$ cat src/rtl/alu_arbiter.sv
`default_nettype none
// ============================================================================
// Module      : alu_arbiter
// Description : Two-requester arbiter that sequences one operation at a time
//               through an external combinational ALU and Shifter, then
//               presents the captured result on a response handshake.
// Revision    : 1.0 - initial release
// ============================================================================
module alu_arbiter #(
  parameter int RR_EN = 1
) (
  input  logic        clk,
  input  logic        rst_n,
  input  logic        req0_valid_i,
  input  logic        req1_valid_i,
  output logic        req0_ready_o,
  output logic        req1_ready_o,
  input  logic [2:0]  req0_op_i,
  input  logic [2:0]  req1_op_i,
  input  logic [31:0] req0_a_i,
  input  logic [31:0] req0_b_i,
  input  logic [31:0] req1_a_i,
  input  logic [31:0] req1_b_i,
  output logic        rsp_valid_o,
  input  logic        rsp_ready_i,
  output logic        rsp_id_o,
  output logic [31:0] rsp_result_o,
  output logic        rsp_zero_o,
  output logic        rsp_overflow_o,
  output logic        busy_o,
  output logic [31:0] alu_src1_o,
  output logic [31:0] alu_src2_o,
  output logic        alu_invertA_o,
  output logic        alu_invertB_o,
  output logic [1:0]  alu_operation_o,
  input  logic [31:0] alu_result_i,
  input  logic        alu_zero_i,
  input  logic        alu_overflow_i,
  output logic        sft_leftRight_o,
  output logic [4:0]  sft_shamt_o,
  output logic [31:0] sft_src_o,
  input  logic [31:0] sft_result_i
);

  localparam logic [2:0] OP_AND = 3'd0;
  localparam logic [2:0] OP_OR  = 3'd1;
  localparam logic [2:0] OP_ADD = 3'd2;
  localparam logic [2:0] OP_SUB = 3'd3;
  localparam logic [2:0] OP_NOR = 3'd4;
  localparam logic [2:0] OP_SLT = 3'd5;
  localparam logic [2:0] OP_SLL = 3'd6;
  localparam logic [2:0] OP_SRL = 3'd7;

  typedef enum logic [1:0] {
    IDLE = 2'd0,
    EXEC = 2'd1,
    RESP = 2'd2
  } state_t;

  state_t      state_q, state_d;
  logic        prio_q, prio_d;      // 0: requester 0 holds priority
  logic [2:0]  op_q;
  logic [31:0] a_q, b_q;
  logic        id_q;
  logic [31:0] res_q, res_d;
  logic        zero_q, zero_d;
  logic        ovf_q, ovf_d;
  logic        rid_q;
  logic        grant0, grant1, accept;
  logic        is_shift, is_arith;

  assign is_shift = (op_q == OP_SLL) || (op_q == OP_SRL);
  assign is_arith = (op_q == OP_ADD) || (op_q == OP_SUB);
  assign accept   = grant0 | grant1;

  // Grant only in IDLE and never while reset is asserted; ties go to prio_q.
  always_comb begin
    grant0 = 1'b0;
    grant1 = 1'b0;
    if ((state_q == IDLE) && rst_n) begin
      if (req0_valid_i && (!req1_valid_i || !prio_q)) grant0 = 1'b1;
      else if (req1_valid_i)                          grant1 = 1'b1;
    end
  end

  assign req0_ready_o = grant0;
  assign req1_ready_o = grant1;

  // Next-state logic and round-robin pointer update.
  always_comb begin
    state_d = state_q;
    prio_d  = prio_q;
    case (state_q)
      IDLE:    if (accept) state_d = EXEC;
      EXEC:    state_d = RESP;
      RESP:    if (rsp_ready_i) state_d = IDLE;
      default: state_d = IDLE;
    endcase
    // Priority passes to whichever requester was not just served.
    if ((RR_EN != 0) && accept) prio_d = grant0;
  end

  // Drive the external units from the registered request during EXEC only.
  always_comb begin
    alu_src1_o      = '0;
    alu_src2_o      = '0;
    alu_invertA_o   = 1'b0;
    alu_invertB_o   = 1'b0;
    alu_operation_o = 2'b00;
    sft_leftRight_o = 1'b0;
    sft_shamt_o     = '0;
    sft_src_o       = '0;
    if (state_q == EXEC) begin
      if (is_shift) begin
        sft_src_o       = a_q;
        sft_shamt_o     = b_q[4:0];
        sft_leftRight_o = (op_q == OP_SLL);
      end else begin
        alu_src1_o = a_q;
        alu_src2_o = b_q;
        case (op_q)
          OP_AND:  alu_operation_o = 2'b00;
          OP_OR:   alu_operation_o = 2'b01;
          OP_ADD:  alu_operation_o = 2'b10;
          OP_SUB:  begin alu_invertB_o = 1'b1; alu_operation_o = 2'b10; end
          OP_NOR:  begin alu_invertA_o = 1'b1; alu_invertB_o = 1'b1; end
          OP_SLT:  begin alu_invertB_o = 1'b1; alu_operation_o = 2'b11; end
          default: alu_operation_o = 2'b00;
        endcase
      end
    end
  end

  // Select what gets captured as the response at the end of EXEC.
  always_comb begin
    res_d  = res_q;
    zero_d = zero_q;
    ovf_d  = ovf_q;
    if (state_q == EXEC) begin
      res_d  = is_shift ? sft_result_i : alu_result_i;
      zero_d = is_shift ? (sft_result_i == 32'd0) : alu_zero_i;
      ovf_d  = is_arith & alu_overflow_i;
    end
  end

  // State, request fields and response registers.
  always_ff @(posedge clk or negedge rst_n) begin
    if (!rst_n) begin
      state_q <= IDLE;
      prio_q  <= 1'b0;
      op_q    <= '0;
      a_q     <= '0;
      b_q     <= '0;
      id_q    <= 1'b0;
      res_q   <= '0;
      zero_q  <= 1'b0;
      ovf_q   <= 1'b0;
      rid_q   <= 1'b0;
    end else begin
      state_q <= state_d;
      prio_q  <= prio_d;
      res_q   <= res_d;
      zero_q  <= zero_d;
      ovf_q   <= ovf_d;
      if (accept) begin
        op_q <= grant1 ? req1_op_i : req0_op_i;
        a_q  <= grant1 ? req1_a_i  : req0_a_i;
        b_q  <= grant1 ? req1_b_i  : req0_b_i;
        id_q <= grant1;
      end
      if (state_q == EXEC) rid_q <= id_q;
    end
  end

  assign rsp_valid_o    = (state_q == RESP);
  assign busy_o         = (state_q != IDLE);
  assign rsp_id_o       = rid_q;
  assign rsp_result_o   = res_q;
  assign rsp_zero_o     = zero_q;
  assign rsp_overflow_o = ovf_q;

endmodule
`default_nettype wire
$ cat config.mk
export PLATFORM = sky130hd
export DESIGN_NAME = alu_arbiter
export DESIGN_NICKNAME = d
export VERILOG_FILES = /design/src/rtl/alu_arbiter.sv
export SDC_FILE = /design/constraint.sdc
export NUM_CORES = 1
export LEC_CHECK = 0
export CORE_AREA = 2 2 138 140
export CTS_CLUSTER_SIZE = 8
export DETAILED_ROUTE_END_ITERATION = 6
export DIE_AREA = 0 0 140 142
export PLACE_DENSITY = 0.68
export RECOVER_POWER = 100
export SLEW_MARGIN = 20
export SYNTH_ARGS = -nofsm -noshare
export SYNTH_HDL_FRONTEND = slang
export SYNTH_SLANG_ARGS = --single-unit
$ cat constraint.sdc
create_clock -name clk -period 1.6 [get_ports clk]
set_input_delay 0.32 -clock clk [delete_from_list [all_inputs] [get_ports clk]]
set_output_delay 0.32 -clock clk [all_outputs]
set_load 0.03 [all_outputs]
; ---- Yosys cells after proc, flatten, opt, wreduce, memory -nomap -nowiden
; Cells that the tools add are included.
; W data, S select, Z words.
[totals]
reg_bits = 106
word_cells = 68
output_inout_bits = 145
[op_classes]
bitwise = 2
mux = 32
n_eq_ne = 11
n_reduce_logical = 13
[ops]
columns = operator, n
row1 = $mux W32, 9
row2 = $logic_not A32 Y1, 1
row3 = $mux W1, 14
row4 = $eq A3 B3 Y1 const B, 4
row5 = $pmux W2 S3, 2
row6 = $mux W5, 2
row7 = $mux W2, 4
row8 = $eq A3 B2 Y1 const B, 2
row9 = $eq A3 B1 Y1 const B, 1
row10 = $logic_or A1 B1 Y1, 3
row11 = $mux W3, 1
row12 = $reduce_or A3 Y1, 1
row13 = $eq A2 B1 Y1 const B, 1
row14 = $eq A2 B2 Y1 const B, 1
row15 = $logic_and A1 B1 Y1, 2
row16 = $logic_not A1 Y1, 2
row17 = $logic_not A2 Y1, 1
row18 = $ne A2 B1 Y1 const B, 1
row19 = $ne A2 B2 Y1 const B, 1
row20 = $reduce_and A2 Y1, 1
row21 = $reduce_bool A2 Y1, 1
row22 = $reduce_or A2 Y1, 1
row23 = $and A1 B1 Y1, 1
row24 = $or A1 B1 Y1, 1

; ---- Longest topological paths before layout
[logic_depth]
word_depth = 8
mapped_depth = 7
depth_no_buf = 4

; ---- Worst setup path after synthesis
; Ideal clock, no wire load.
[synth_timing]
path_type = register to output
from = reg state_q[1]
to = out alu_invertA_o
path_buffers = 2
setup_slack_ns = -0.390
t_arrival_ns = 1.670
stages_incl_launch_ff = 5
cell_sequence = dfrtp_1 -> nand2b_1 -> buf_2 -> buf_1 -> nor3b_1
[synth_via]
elab_chain_cells = 2
[synth_rtl]
columns = element, line
row1 = from (decl), 60  ; state_t state_q, state_d;
row2 = from (signal assigned), 160  ; state_q <= state_d;
row3 = $eq A2 B1 Y1, 113  ; if (state_q == EXEC) begin
row4 = $mux W1, 113
row5 = to (decl), 33  ; output logic alu_invertA_o,
; Every way passes these cells.

; ---- Final worst setup path
[layout_timing]
from = reg state_q[1]
to = out alu_src1_o[29]
[layout_via]
elab_chain_cells = 2
[layout_rtl]
columns = element, line
row1 = $eq A2 B1 Y1, 113
row2 = $mux W32, 113
row3 = to (decl), 31  ; output logic [31:0] alu_src1_o,
; Every way passes these cells.

==> flow_metrics.py <==
metrics = {
    "die": {
        "ios": 350,
        "die_area_mm2": 0.0199,
        "start_util_pct": 28.6,
        "dieHeight_um": 142,
        "core_mm2": 0.0185,
        "num_rows": 50,
        "die_w_um": 140,
    },
    "critical_path": {
        "crit_type": "reg -> out",
        "startpoint_type": "flop",
        "slowest_stage": "dfrtp_1",
        "worst_r2r_endpoint": "b_q[3]",
        "r2r-start": "state_q[1]",
        "required_ns": 1.28,
        "critPathTopFamily": "buffers and inverters",
        "worst_path_most_repeated_cell": "buf_6",
        "rrSetupSlack_ns": -0.34,
        "cp.arrival_ns": 1.70,
        "endpoint_kind": "output pin",
        "cp_max_fo": 5,
        "r2r_cells": 10,
        "crit_path_cell_trace": "nand2b_4 > a21oi_4 > buf_6 > buf_6 > and2_4 > buf_4",
        "cp_num_buf_inv": 3,
        "cpPeakStageDelay_ns": 0.39,
    },
    "global_routing": {
        "grt_pass1_vias": 5926,
        "grt_start_max_net_pins": 47,
        "grtUsageTotal_pct": 22.3,
        "grt_antenna_before_repair": 0,
        "grt_pass1_wl_um": 34100,
        "grt-ovfl-total": 0,
    },
    "final_layout": {
        "nNetsFinal": 1138,
        "antennaDiodeCount": 0,
        "fin_util_pct": 59.5,
        "syn_to_final_growth_pct": 108,
        "drive_gt1_share_pct": 35.7,
    },
    "synth": {
        "syn_nets": 730,
        "synth_edf_count": 0,
        "ys_warn_count": 0,
        "yosys-top-cells-area": "dfrtp_1, a222oi_1, and2_1",
        "synth_area_mm2": 0.00528,
        "synth_top_cell_by_area": "dfrtp_1",
        "ys_async_sr_fraction_pct": 100,
        "synthDistinctLibCells": 30,
        "synthTopCellsByCount": "dfrtp_1, and2_1, inv_1",
        "syn_avg_cell_area_um2": 10.1,
        "ys.flop_type": "dfrtp_1",
        "synth_cells": 525,
        "synth_top_area_share_pct": 50.3,
        "synth-seq-area-share_pct": 50.3,
        "ys_seq_elements": 106,
        "synth_most_common_cell": "dfrtp_1",
    },
    "detailed_routing": {
        "antenna_left": 0,
        "routed_wl_um": 24500,
        "dr.pass1.iters": 7,
        "post_drt_wl_per_cell_um": 20.9,
        "vias_per_cell": 4.98,
        "post-route-drc-count": 27,
        "via_count": 5842,
        "initialDrtViolationCount": 481,
    },
    "power": {
        "powerDensity_mw_per_mm2": 1380,
        "power_w": 0.0152,
        "worst_ir_drop_vdd_uv": 658,
        "leakage_nw": 5.46,
    },
    "run": {
        "maxCapViolCount": 0,
    },
    "run_status": {
        "violations": "design-rule violations, negative setup slack",
        "status": "finished with violations",
    },
    "clocking": {
        "h-tree-depth": 3,
        "path_clk_slew_ns": 0.07,
        "clock_latency_ns": 0.34,
        "ctsHoldBuffers": 0,
        "cts_buffers": 9,
        "cts.sinks": 106,
        "cts_tree": "built",
        "clk_path_buf_depth": 2,
        "root_buffer": "clkbuf_16",
    },
    "placed_design": {
        "dp_slack_ns": -0.362,
        "port_buffers": 349,
        "hpwlAfterDp_um": 15400,
        "gp_congestion": 0.824,
    },
    "min_path": {
        "holdCritPathClass": "reg -> reg",
        "hold_depth": 2,
        "min-delay-start": "rsp_result_o[13]",
        "hold_end": "rsp_result_o[13]",
    },
    "timing": {
        "relSlewSlack_pct": 33.9,
        "fin_crit_ns": 2.02,
        "setup_viol": 223,
        "maxSlewViolCount": 0,
        "setup_tns_ns": -62.76,
        "fmax_mhz": 495,
        "setup_slack_ns": -0.420,
        "finalCritPeriodShare_pct": 126,
        "rsz0062_at_grt": "yes",
        "skew_ns": 0.0102,
        "hold_viol": 0,
        "worstMarginPinSlew_ns": 0.991,
    },
}
[flip-flops by register name (all words and copies together), names as in the netlist]
| name | flops |
|---|---|
| rsp_result_o | 32 |
| op_q | 3 |
| a_q | 32 |
| prio_q | 1 |
| id_q | 1 |
| rsp_id_o | 1 |
| rsp_zero_o | 1 |
| rsp_overflow_o | 1 |
| state_q | 2 |
| b_q | 32 |
[layout make-up]
class,count,area (um2)
Tap cell,234,293
Clock buffer,12,246
Inverter,69,259
Multi-Input combinational cell,306,2540
Clock inverter,4,75.1
Timing Repair Buffer,441,4910
Sequential cell,106,2660
Fill cell,1564,7480
[report_power, final]
group          total, W  switching [W]  leakage, nW  internal, W
combinational   0.00786        0.00400         4.00      0.00386
sequential      0.00488       0.000934         1.31      0.00394
clock           0.00242        0.00100        0.149      0.00142
total            0.0152        0.00594         5.46      0.00922
[kinds of logic (layout without fill, tap and decap cells)]
| family | after synthesis | after routing | share of synthesized area [%] |
|---|---|---|---|
| AND/OR/NAND/NOR | 163 | 163 | 17.8 |
| buffers and inverters | 113 | 526 | 8.70 |
| AO/OA/AOI/OAI | 110 | 110 | 17.0 |
| flip-flops | 106 | 106 | 50.3 |
| multiplexers | 33 | 33 | 6.28 |
[placed cells by master, fill, tap and decap left out, types with 3 or more instances in the layout]
cell | Yosys | final
nor4_1 | 8 | 8
buf_12 | 0 | 16
nor3b_4 | 0 | 3
buf_16 | 0 | 9
o21ai_0 | 34 | 34
clkbuf_1 | 24 | 4
a222oi_1 | 67 | 67
mux2i_1 | 32 | 30
inv_1 | 69 | 67
buf_8 | 0 | 3
and2_1 | 101 | 9
dlygate4sd2_1 | 0 | 35
clkbuf_16 | 0 | 18
buf_4 | 0 | 34
and2_2 | 0 | 20
nand2_1 | 36 | 35
dfrtp_1 | 106 | 104
and2_4 | 0 | 72
buf_6 | 2 | 127
clkdlybuf4s50_1 | 0 | 202
[per-layer routing]
metal  part of all wire (%)  vias up  track usage, %
li1                       -     2689               -
met1                     39     2816            27.5
met2                     51      308            39.2
met3                    8.2       29            4.91
met4                    2.4        0            7.18
met5                      0        -               0
[worst min-delay path, cell delays in order (launching register included)]
cell,delay (ns)
dfrtp_1,0.34
nand2_1,0.04
o21ai_0,0.06
[what timing repair did]
item | in CTS | in global routing
pin swaps | 17 | 20
resized for setup | 162 | 80
endpoints found under the setup margin | 204 | 198
gates cloned | 11 | 12
buffers inserted | 20 | 13
[how the worst max path moves through the flow]
stage | start | endpoint | slack [ns] | depth (start not counted)
after CTS | state_q[1] | alu_src2_o[13] | -0.45 | 7
after detailed placement | req0_valid_i | a_q[20] | -0.36 | 6
after global routing | state_q[1] | alu_src1_o[28] | -0.49 | 6
final | state_q[1] | alu_src1_o[29] | -0.42 | 6
after global placement | req0_valid_i | a_q[5] | -0.28 | 6
after floorplan | state_q[1] | alu_src1_o[0] | -0.005 | 6
[stage by stage]
step / hold WS (ns) / cells / cell area (um2)
2_1_floorplan: 0.0244 / 525 / 5570
3_3_place_gp: 0.462 / 1109 / 9310
3_5_place_dp: 0.470 / 1109 / 9310
4_1_cts: 0.126 / 1156 / 10500
5_1_grt: 0.495 / 1172 / 11000
6_report: 0.475 / 1172 / 11000
Note: power is estimated with default switching activity, not from simulation.
